==> src/rtl/uart_tx_lite.sv <==
// Memory-mapped 8N1 UART transmitter with a byte FIFO, baud divisor and
// drain interrupt; register reads are combinational for same-cycle sampling.
module uart_tx_lite #(
    parameter int                   FIFO_DEPTH  = 8,
    parameter int                   DIV_WIDTH   = 16,
    parameter logic [DIV_WIDTH-1:0] DEFAULT_DIV = 16'd433
) (
    input  logic        clk,
    input  logic        rst,
    input  logic        ce_i,
    input  logic        we_i,
    input  logic [31:0] addr_i,
    input  logic [3:0]  sel_i,
    input  logic [31:0] data_i,
    output logic [31:0] data_o,
    output logic        tx_o,
    output logic        irq_o
);
    localparam int            AW      = $clog2(FIFO_DEPTH);
    localparam int            CW      = AW + 1;
    localparam logic [CW-1:0] DEPTH_C = CW'(FIFO_DEPTH);

    typedef enum logic [1:0] {IDLE, START, DATA, STOP} state_t;

    state_t               state;
    logic [7:0]           mem [FIFO_DEPTH];
    logic [AW-1:0]        wr_ptr;
    logic [AW-1:0]        rd_ptr;
    logic [CW-1:0]        count;
    logic                 ovf;
    logic [DIV_WIDTH-1:0] div_q;
    logic [DIV_WIDTH-1:0] div_mask;
    logic [DIV_WIDTH-1:0] div_next;
    logic                 tx_en;
    logic                 irq_en;
    logic [DIV_WIDTH-1:0] baud_cnt;
    logic [2:0]           bit_cnt;
    logic [7:0]           shift;
    logic                 tx_q;

    logic       wr;
    logic       push;
    logic       push_ok;
    logic       pop;
    logic       full;
    logic       empty;
    logic       baud_zero;
    logic [1:0] reg_sel;
    logic       unused_bits;

    assign reg_sel     = addr_i[3:2];
    assign wr          = ce_i & we_i;
    assign push        = wr & (reg_sel == 2'd0) & sel_i[0];
    assign full        = (count == DEPTH_C);
    assign empty       = (count == '0);
    assign push_ok     = push & ~full;
    assign baud_zero   = (baud_cnt == '0);
    // A pop happens from IDLE or straight out of the last STOP clock.
    assign pop         = tx_en & ~empty & ((state == IDLE) | ((state == STOP) & baud_zero));
    assign unused_bits = ^{addr_i[31:4], addr_i[1:0], data_i, sel_i};

    for (genvar i = 0; i < DIV_WIDTH; i++) begin : g_div_mask
        assign div_mask[i] = sel_i[i / 8];
    end
    assign div_next = (div_q & ~div_mask) | (data_i[DIV_WIDTH-1:0] & div_mask);

    always_ff @(posedge clk) begin
        if (rst) begin
            div_q  <= DEFAULT_DIV;
            tx_en  <= 1'b0;
            irq_en <= 1'b0;
            ovf    <= 1'b0;
        end else begin
            if (wr && reg_sel == 2'd2) begin
                div_q <= div_next;
            end
            if (wr && reg_sel == 2'd3 && sel_i[0]) begin
                tx_en  <= data_i[0];
                irq_en <= data_i[1];
            end
            if (push && full) begin
                ovf <= 1'b1;
            end else if (wr && reg_sel == 2'd1 && sel_i[0] && data_i[3]) begin
                ovf <= 1'b0;
            end
        end
    end

    always_ff @(posedge clk) begin
        if (push_ok) begin
            mem[wr_ptr] <= data_i[7:0];
        end
    end

    always_ff @(posedge clk) begin
        if (rst) begin
            wr_ptr <= '0;
            rd_ptr <= '0;
            count  <= '0;
        end else begin
            if (push_ok) begin
                wr_ptr <= wr_ptr + AW'(1);
            end
            if (pop) begin
                rd_ptr <= rd_ptr + AW'(1);
            end
            case ({push_ok, pop})
                2'b10:   count <= count + CW'(1);
                2'b01:   count <= count - CW'(1);
                default: count <= count;
            endcase
        end
    end

    // tx_q is set on each transition so the line level is registered.
    always_ff @(posedge clk) begin
        if (rst) begin
            state    <= IDLE;
            tx_q     <= 1'b1;
            baud_cnt <= '0;
            bit_cnt  <= '0;
        end else begin
            case (state)
                IDLE: begin
                    if (pop) begin
                        shift    <= mem[rd_ptr];
                        baud_cnt <= div_q;
                        bit_cnt  <= '0;
                        tx_q     <= 1'b0;
                        state    <= START;
                    end
                end
                START: begin
                    if (baud_zero) begin
                        baud_cnt <= div_q;
                        bit_cnt  <= '0;
                        tx_q     <= shift[0];
                        state    <= DATA;
                    end else begin
                        baud_cnt <= baud_cnt - DIV_WIDTH'(1);
                    end
                end
                DATA: begin
                    if (baud_zero) begin
                        baud_cnt <= div_q;
                        if (bit_cnt == 3'd7) begin
                            tx_q  <= 1'b1;
                            state <= STOP;
                        end else begin
                            bit_cnt <= bit_cnt + 3'd1;
                            shift   <= {1'b0, shift[7:1]};
                            tx_q    <= shift[1];
                        end
                    end else begin
                        baud_cnt <= baud_cnt - DIV_WIDTH'(1);
                    end
                end
                STOP: begin
                    if (baud_zero) begin
                        if (pop) begin
                            shift    <= mem[rd_ptr];
                            baud_cnt <= div_q;
                            bit_cnt  <= '0;
                            tx_q     <= 1'b0;
                            state    <= START;
                        end else begin
                            tx_q  <= 1'b1;
                            state <= IDLE;
                        end
                    end else begin
                        baud_cnt <= baud_cnt - DIV_WIDTH'(1);
                    end
                end
                default: begin
                    tx_q  <= 1'b1;
                    state <= IDLE;
                end
            endcase
        end
    end

    always_comb begin
        data_o = '0;
        if (ce_i && !we_i) begin
            case (reg_sel)
                2'd1: begin
                    data_o[0]       = (state != IDLE);
                    data_o[1]       = full;
                    data_o[2]       = empty;
                    data_o[3]       = ovf;
                    data_o[8 +: CW] = count;
                end
                2'd2:    data_o[DIV_WIDTH-1:0] = div_q;
                2'd3:    data_o[1:0]           = {irq_en, tx_en};
                default: data_o                = '0;
            endcase
        end
    end

    assign tx_o  = tx_q;
    assign irq_o = irq_en & empty & (state == IDLE);

endmodule

==> config.mk <==
export PLATFORM = sky130hd
export DESIGN_NAME = uart_tx_lite
export DESIGN_NICKNAME = d
export VERILOG_FILES = /design/src/rtl/uart_tx_lite.sv
export SDC_FILE = /design/constraint.sdc
export NUM_CORES = 1
export LEC_CHECK = 0
export BUFFER_PORTS_ARGS = -buffer_cell sky130_fd_sc_hd__buf_2
export CAP_MARGIN = 20
export CORE_MARGIN = 10
export CORE_UTILIZATION = 26
export CTS_CLUSTER_DIAMETER = 120
export DETAILED_ROUTE_END_ITERATION = 10
export SYNTH_ARGS = -nofsm -noshare
export SYNTH_HDL_FRONTEND = slang
export SYNTH_SLANG_ARGS = --single-unit
==> constraint.sdc <==
create_clock -name clk -period 3.6 [get_ports clk]
set_input_delay 0.72 -clock clk [delete_from_list [all_inputs] [get_ports clk]]
set_output_delay 0.72 -clock clk [all_outputs]
set_load 0.1 [all_outputs]
==> flow_summary.toml, run 1 <==
[min_path]
hold_class = "reg -> reg"

[placed_design]
port_buffers = 41
gp_congestion = 0.823
place_hpwl_um = 10700
placed_cell_area_um2 = 6880
dp_cells = 927

[logic_synthesis]
yosysSeqAreaShare = 0.506
synth-simple-area-share = 0.158
synth_compound_area_frac = 0.133
syn_area_per_cell_um2 = 11.0
synth_warnings = 0
synth-edff-count = 72
synth_area_um2 = 6410
synthMuxAreaShare = 0.0859
synthXorXnorAreaFrac = 0.0219
synthFlopType = "edfxtp_1"
synth_cell_type_count = 72
ys_ff_latch = 126
synth_top_family_by_area = "simple AND/OR/NAND/NOR gates"
synthAdderAreaFrac = 0.0371
synthCells = 584
synthArstFlopShare = 0

[clock_tree]
cts_tree = "yes"
ctsLongestPathBuffers = 2
cts_inserted_buffers = 17
htreeDepth = 4
ctsHoldBuffers = 0
cts_sinks = 126
cts_setup_buffers = 0
cts_resized = 0
root_buffer = "clkbuf_16"
clock_latency_ns = 0.41
cts.clk_slew.worst_paths_ns = 0.06

[drt]
via_count = 4619
wl_per_cell_um = 16.1
antenna_left = 0
first_iter_violations = 343
wirelength_um = 15400
viasPerCell = 4.82
dr.pass1.iters = 6
drcViolationCount = 0

[finish]
diodes = 0
final_area_um2 = 7430
area_delta_synth_final_pct = 15.9
layout_commonest_cell = "edfxtp_1"
mostFrequentLayoutCells = "edfxtp_1 (72), nand2_1 (67), dfxtp_1 (54), nor2_1 (49), buf_2 (41)"
nets = 713
drive_above_1_share = 0.191
fill_cells = 2513
stdcell_count = 959

[sta]
setup_viol_count_final = 0
hold_viol_final = 0
max_freq_mhz = 322
worst_slew_pin_slew_ns = 0.913
setup_tns_ns = 0
fin_skew_ns = 0.00843
drv_slew = 0
rsz0062_at_grt = "no"
fin_crit_sh = 0.863
maxSlewHeadroom = 0.386
final.min_clock_period_ns = 3.11

[run]
drv_cap = 0

[global_route]
first_global_vias = 4474
grt_overflow_total = 0
grt_pass1_wl_um = 24600
grt_max_degree = 36
antenna_found_initial = 0
track_usage = 0.0988

[setup_path]
critPathCaptureType = "primary output"
crit_arrival_ns = 2.39
critPathLaunchType = "primary input"
required_ns = 2.88
critPathKind = "in -> out"
critPathMaxFanout = 19

[pwr]
p_leak_nw = 2.74
peakVddDrop_v = 0.000253
clkPwrFrac = 0.465
powerDensity_nw_per_um2 = 463
seqPwrFrac = 0.449
comb_power_share = 0.085
switching_share = 0.259
p_switching_mw = 0.892
intPower_mw = 2.55

[die]
die_x_um = 177
die_height_um = 177
rows = 57
core_um2 = 24300
start_util = 0.264
ios = 106
dieArea_um2 = 31300

[status]
status = "completed"
-- through the flow --
stage	worst slack (ns)	util	power [mW]	hold slack, ns
global route	0.372	0.306	3.56	0.497
global placement	0.596	0.283	1.87	0.461
detailed placement	0.553	0.283	1.87	0.464
floorplan	0.0577	-	1.81	0.444
CTS	0.566	0.306	3.47	0.475
finish	0.493	0.306	3.44	0.473
-- cells by family after synthesis --
| family | count (synthesis) |
|---|---|
| flops | 126 |
| compound gates | 120 |
| simple gates | 202 |
| mux | 35 |
| other cells | 1 |
| xor+xnor | 16 |
| buf+inv | 65 |
| fa+ha+maj | 19 |
-- power by group through the flow --
stage	Sequential [mW]	Combinational, mW	Clock (mW)
3_5_place_dp	1.58	0.292	0
3_3_place_gp	1.58	0.291	0
2_1_floorplan	1.60	0.217	0
5_1_grt	1.55	0.317	1.69
4_1_cts	1.55	0.293	1.63
6_report	1.55	0.294	1.60
-- layout make-up --
type / instances / area [µm²] / area share
clock buffer: 19 / 433 / 0.0583
sequential: 126 / 3240 / 0.436
clock inverter: 13 / 119 / 0.0160
timing repair buffer: 57 / 325 / 0.0438
multi-input combinational: 408 / 2860 / 0.385
tap: 324 / 405 / 0.0546
inverter: 12 / 47.5 / 0.00640
-- synthesized netlist by cell type (3+ instances only) --
| library cell | n | area (µm²) |
|---|---|---|
| edfxtp_1 | 72 | 2160 |
| mux4_2 | 16 | 360 |
| nand2_1 | 67 | 251 |
| nor2_1 | 49 | 184 |
| a211oi_1 | 3 | 22.5 |
| nand3_1 | 22 | 110 |
| o32ai_1 | 5 | 43.8 |
| nor4_1 | 3 | 18.8 |
| nand4_1 | 7 | 43.8 |
| mux2i_1 | 19 | 190 |
| ha_1 | 19 | 238 |
| and3_1 | 12 | 75.1 |
| buf_4 | 19 | 143 |
| buf_6 | 5 | 56.3 |
| and2_1 | 3 | 18.8 |
| clkbuf_1 | 21 | 78.8 |
| a22oi_1 | 6 | 45.0 |
| buf_2 | 6 | 30.0 |
| nor4b_1 | 3 | 26.3 |
| a21o_1 | 7 | 52.6 |
| xnor2_1 | 11 | 96.3 |
| a21oi_1 | 36 | 180 |
| o21ai_0 | 18 | 90.1 |
| o31ai_1 | 9 | 67.6 |
| dfxtp_1 | 54 | 1080 |
| xor2_1 | 5 | 43.8 |
| o22ai_1 | 6 | 37.5 |
| nor3_1 | 10 | 50.1 |
| nand2b_1 | 8 | 50.1 |
| inv_1 | 11 | 41.3 |
-- critical path: stages --
cell and delay [ns]:
buf_2 0.11, inv_1 0.10, ha_1 0.59, a22oi_1 0.19, nor2_1 0.19, buf_2 0.47
-- routing by layer --
| layer | GRT usage | routed length [µm] | vias up |
|---|---|---|---|
| met5 | 0 | 0 | - |
| met3 | 0.0156 | 726 | 20 |
| met1 | 0.125 | 6910 | 2253 |
| met2 | 0.163 | 7460 | 127 |
| met4 | 0.0427 | 301 | 0 |
| li1 | - | - | 2219 |
-- worst paths after layout --
kind                            startpoint          to  slack [ns]  cells after the start
worst min register to register        tx_o        tx_o        0.47                      2
worst min-delay path                  tx_o        tx_o        0.47                      2
worst max register to register    state[0]    count[2]        0.71                     13
worst max-delay path             addr_i[2]  data_o[10]        0.49                      6
Power figures use the tool's default switching activity.
==> run 2: changes to the inputs <==
ABC_AREA = 1   (was unset)
PLACE_DENSITY_LB_ADDON = 0.08   (was unset)
==> flow_summary.toml, run 2 <==
[status]
status = "completed"

[sta]
rsz0062_at_grt = "no"
setup_tns_ns = 0
hold_viol_final = 0
max_freq_mhz = 337
fin_crit_sh = 0.824
drv_slew = 0
maxSlewHeadroom = 0.424
worst_slew_pin_slew_ns = 0.863
final.min_clock_period_ns = 2.97
setup_viol_count_final = 0
fin_skew_ns = 0.00920

[clock_tree]
ctsHoldBuffers = 0
root_buffer = "clkbuf_16"
cts.clk_slew.worst_paths_ns = 0.06
cts_inserted_buffers = 17
cts_sinks = 126
cts_setup_buffers = 0
clock_latency_ns = 0.41
cts_tree = "yes"
cts_resized = 0
htreeDepth = 4
ctsLongestPathBuffers = 2

[pwr]
peakVddDrop_v = 0.000295
p_leak_nw = 3.10
powerDensity_nw_per_um2 = 481
power_mw = 3.67

[logic_synthesis]
ys_top_cells_by_area = "edfxtp_1 (33%), dfxtp_1 (17%), nand2_1 (9.2%), nor2_1 (6.3%), o21ai_0 (6.0%)"
synth.most_common_cell = "nand2_1"
ys_ff_latch = 126
synth.largest_area_cell = "edfxtp_1"
synthCells = 778
synthArstFlopShare = 0
synth_cell_type_count = 38
synthTopCellsByCount = "nand2_1 (158), nor2_1 (108), o21ai_0 (77), edfxtp_1 (72), inv_1 (71)"
yosysSeqAreaShare = 0.501
yosysTopAreaCellShare = 0.334
synth_warnings = 0
synthFlopType = "edfxtp_1"
synth-edff-count = 72
syn_area_per_cell_um2 = 8.31
synth_area_um2 = 6470

[die]
die_x_um = 178
core_um2 = 24400
dieArea_um2 = 31600
rows = 57
die_height_um = 178
start_util = 0.265
ios = 106

[finish]
diodes = 0
mostFrequentLayoutCells = "nand2_1 (158), nor2_1 (108), o21ai_0 (77), edfxtp_1 (72), inv_1 (71)"
drive_above_1_share = 0.135
area_delta_synth_final_pct = 17.9
fill_cells = 2642
nets = 918
layout_commonest_cell = "nand2_1"

[setup_path]
crit_arrival_ns = 2.25
critPathMaxFanout = 9
critPathCaptureType = "primary output"
required_ns = 2.88
critPathLaunchType = "primary input"
critPathKind = "in -> out"

[drt]
viasPerCell = 4.58
wirelength_um = 18900
wl_per_cell_um = 16.2
dr.pass1.iters = 5
via_count = 5334
antenna_left = 0
first_iter_violations = 328
drcViolationCount = 0

[placed_design]
gp_congestion = 0.800
port_buffers = 41
place_hpwl_um = 13300

[global_route]
first_global_vias = 5368
grt_max_degree = 33
grt_pass1_wl_um = 30200
grt_overflow_total = 0
antenna_found_initial = 0
track_usage = 0.122

[run]
drv_cap = 0

[min_path]
hold_class = "reg -> reg"
==> run 2: kinds of logic after synthesis <==
logic type | after synthesis | synth area share
AND/OR/NAND/NOR | 348 | 0.233
other | 1 | 0.000580
XOR/XNOR | 7 | 0.00948
AO/OA/AOI/OAI | 162 | 0.140
buffers and inverters | 115 | 0.0795
flip-flops | 126 | 0.501
adder cells (fa/ha/maj) | 19 | 0.0368
==> run 2: per-stage QoR <==
stage / setup WS [ns] / hold slack (ns) / instance area (µm²) / instances / util
after floorplan: 0.170 / 0.433 / 6540 / 793 / -
after global placement: 0.642 / 0.445 / 7010 / 1130 / 0.287
after global routing: 0.439 / 0.479 / 7630 / 1164 / 0.313
after CTS: 0.607 / 0.457 / 7570 / 1162 / 0.311
after detailed placement: 0.612 / 0.453 / 7010 / 1130 / 0.287
final: 0.633 / 0.458 / 7630 / 1164 / 0.313
==> run 2: metal layers <==
metal | routed length, µm | GRT usage | vias up
li1 | - | - | 2679
met1 | 9390 | 0.165 | 2529
met2 | 8470 | 0.193 | 112
met3 | 803 | 0.0255 | 14
met4 | 195 | 0.0354 | 0
met5 | 0 | 0 | -
==> run 2: final timing paths <==
check             from          to  slack (ns)  cells past startpoint
max reg2reg   state[0]    shift[4]        0.77                      7
min reg2reg  rd_ptr[2]   flip-flop        0.46                      2
max          addr_i[2]  data_o[13]        0.63                      6
min          rd_ptr[2]   flip-flop        0.46                      2
==> run 2: critical path, cell delays in order <==
cell and delay (ns):
buf_2 0.12, inv_1 0.10, ha_1 0.35, nand2_1 0.33, nor2_1 0.18, buf_2 0.45
==> run 2: layout make-up <==
type,count,area (µm²),share of cell area
well taps,324,405,0.0531
flip-flops and latches,126,3240,0.425
repair buffers,57,365,0.0479
clock buffers,17,425,0.0558
inverters,73,274,0.0359
multi-input cells,552,2780,0.364
clock inverters,15,136,0.0179
==> run 2: power by group <==
part | internal (mW) | total [mW] | switching, mW
Sequential | 1.55 | 1.57 | 0.0211
Combinational | 0.106 | 0.461 | 0.355
Clock | 0.959 | 1.64 | 0.685
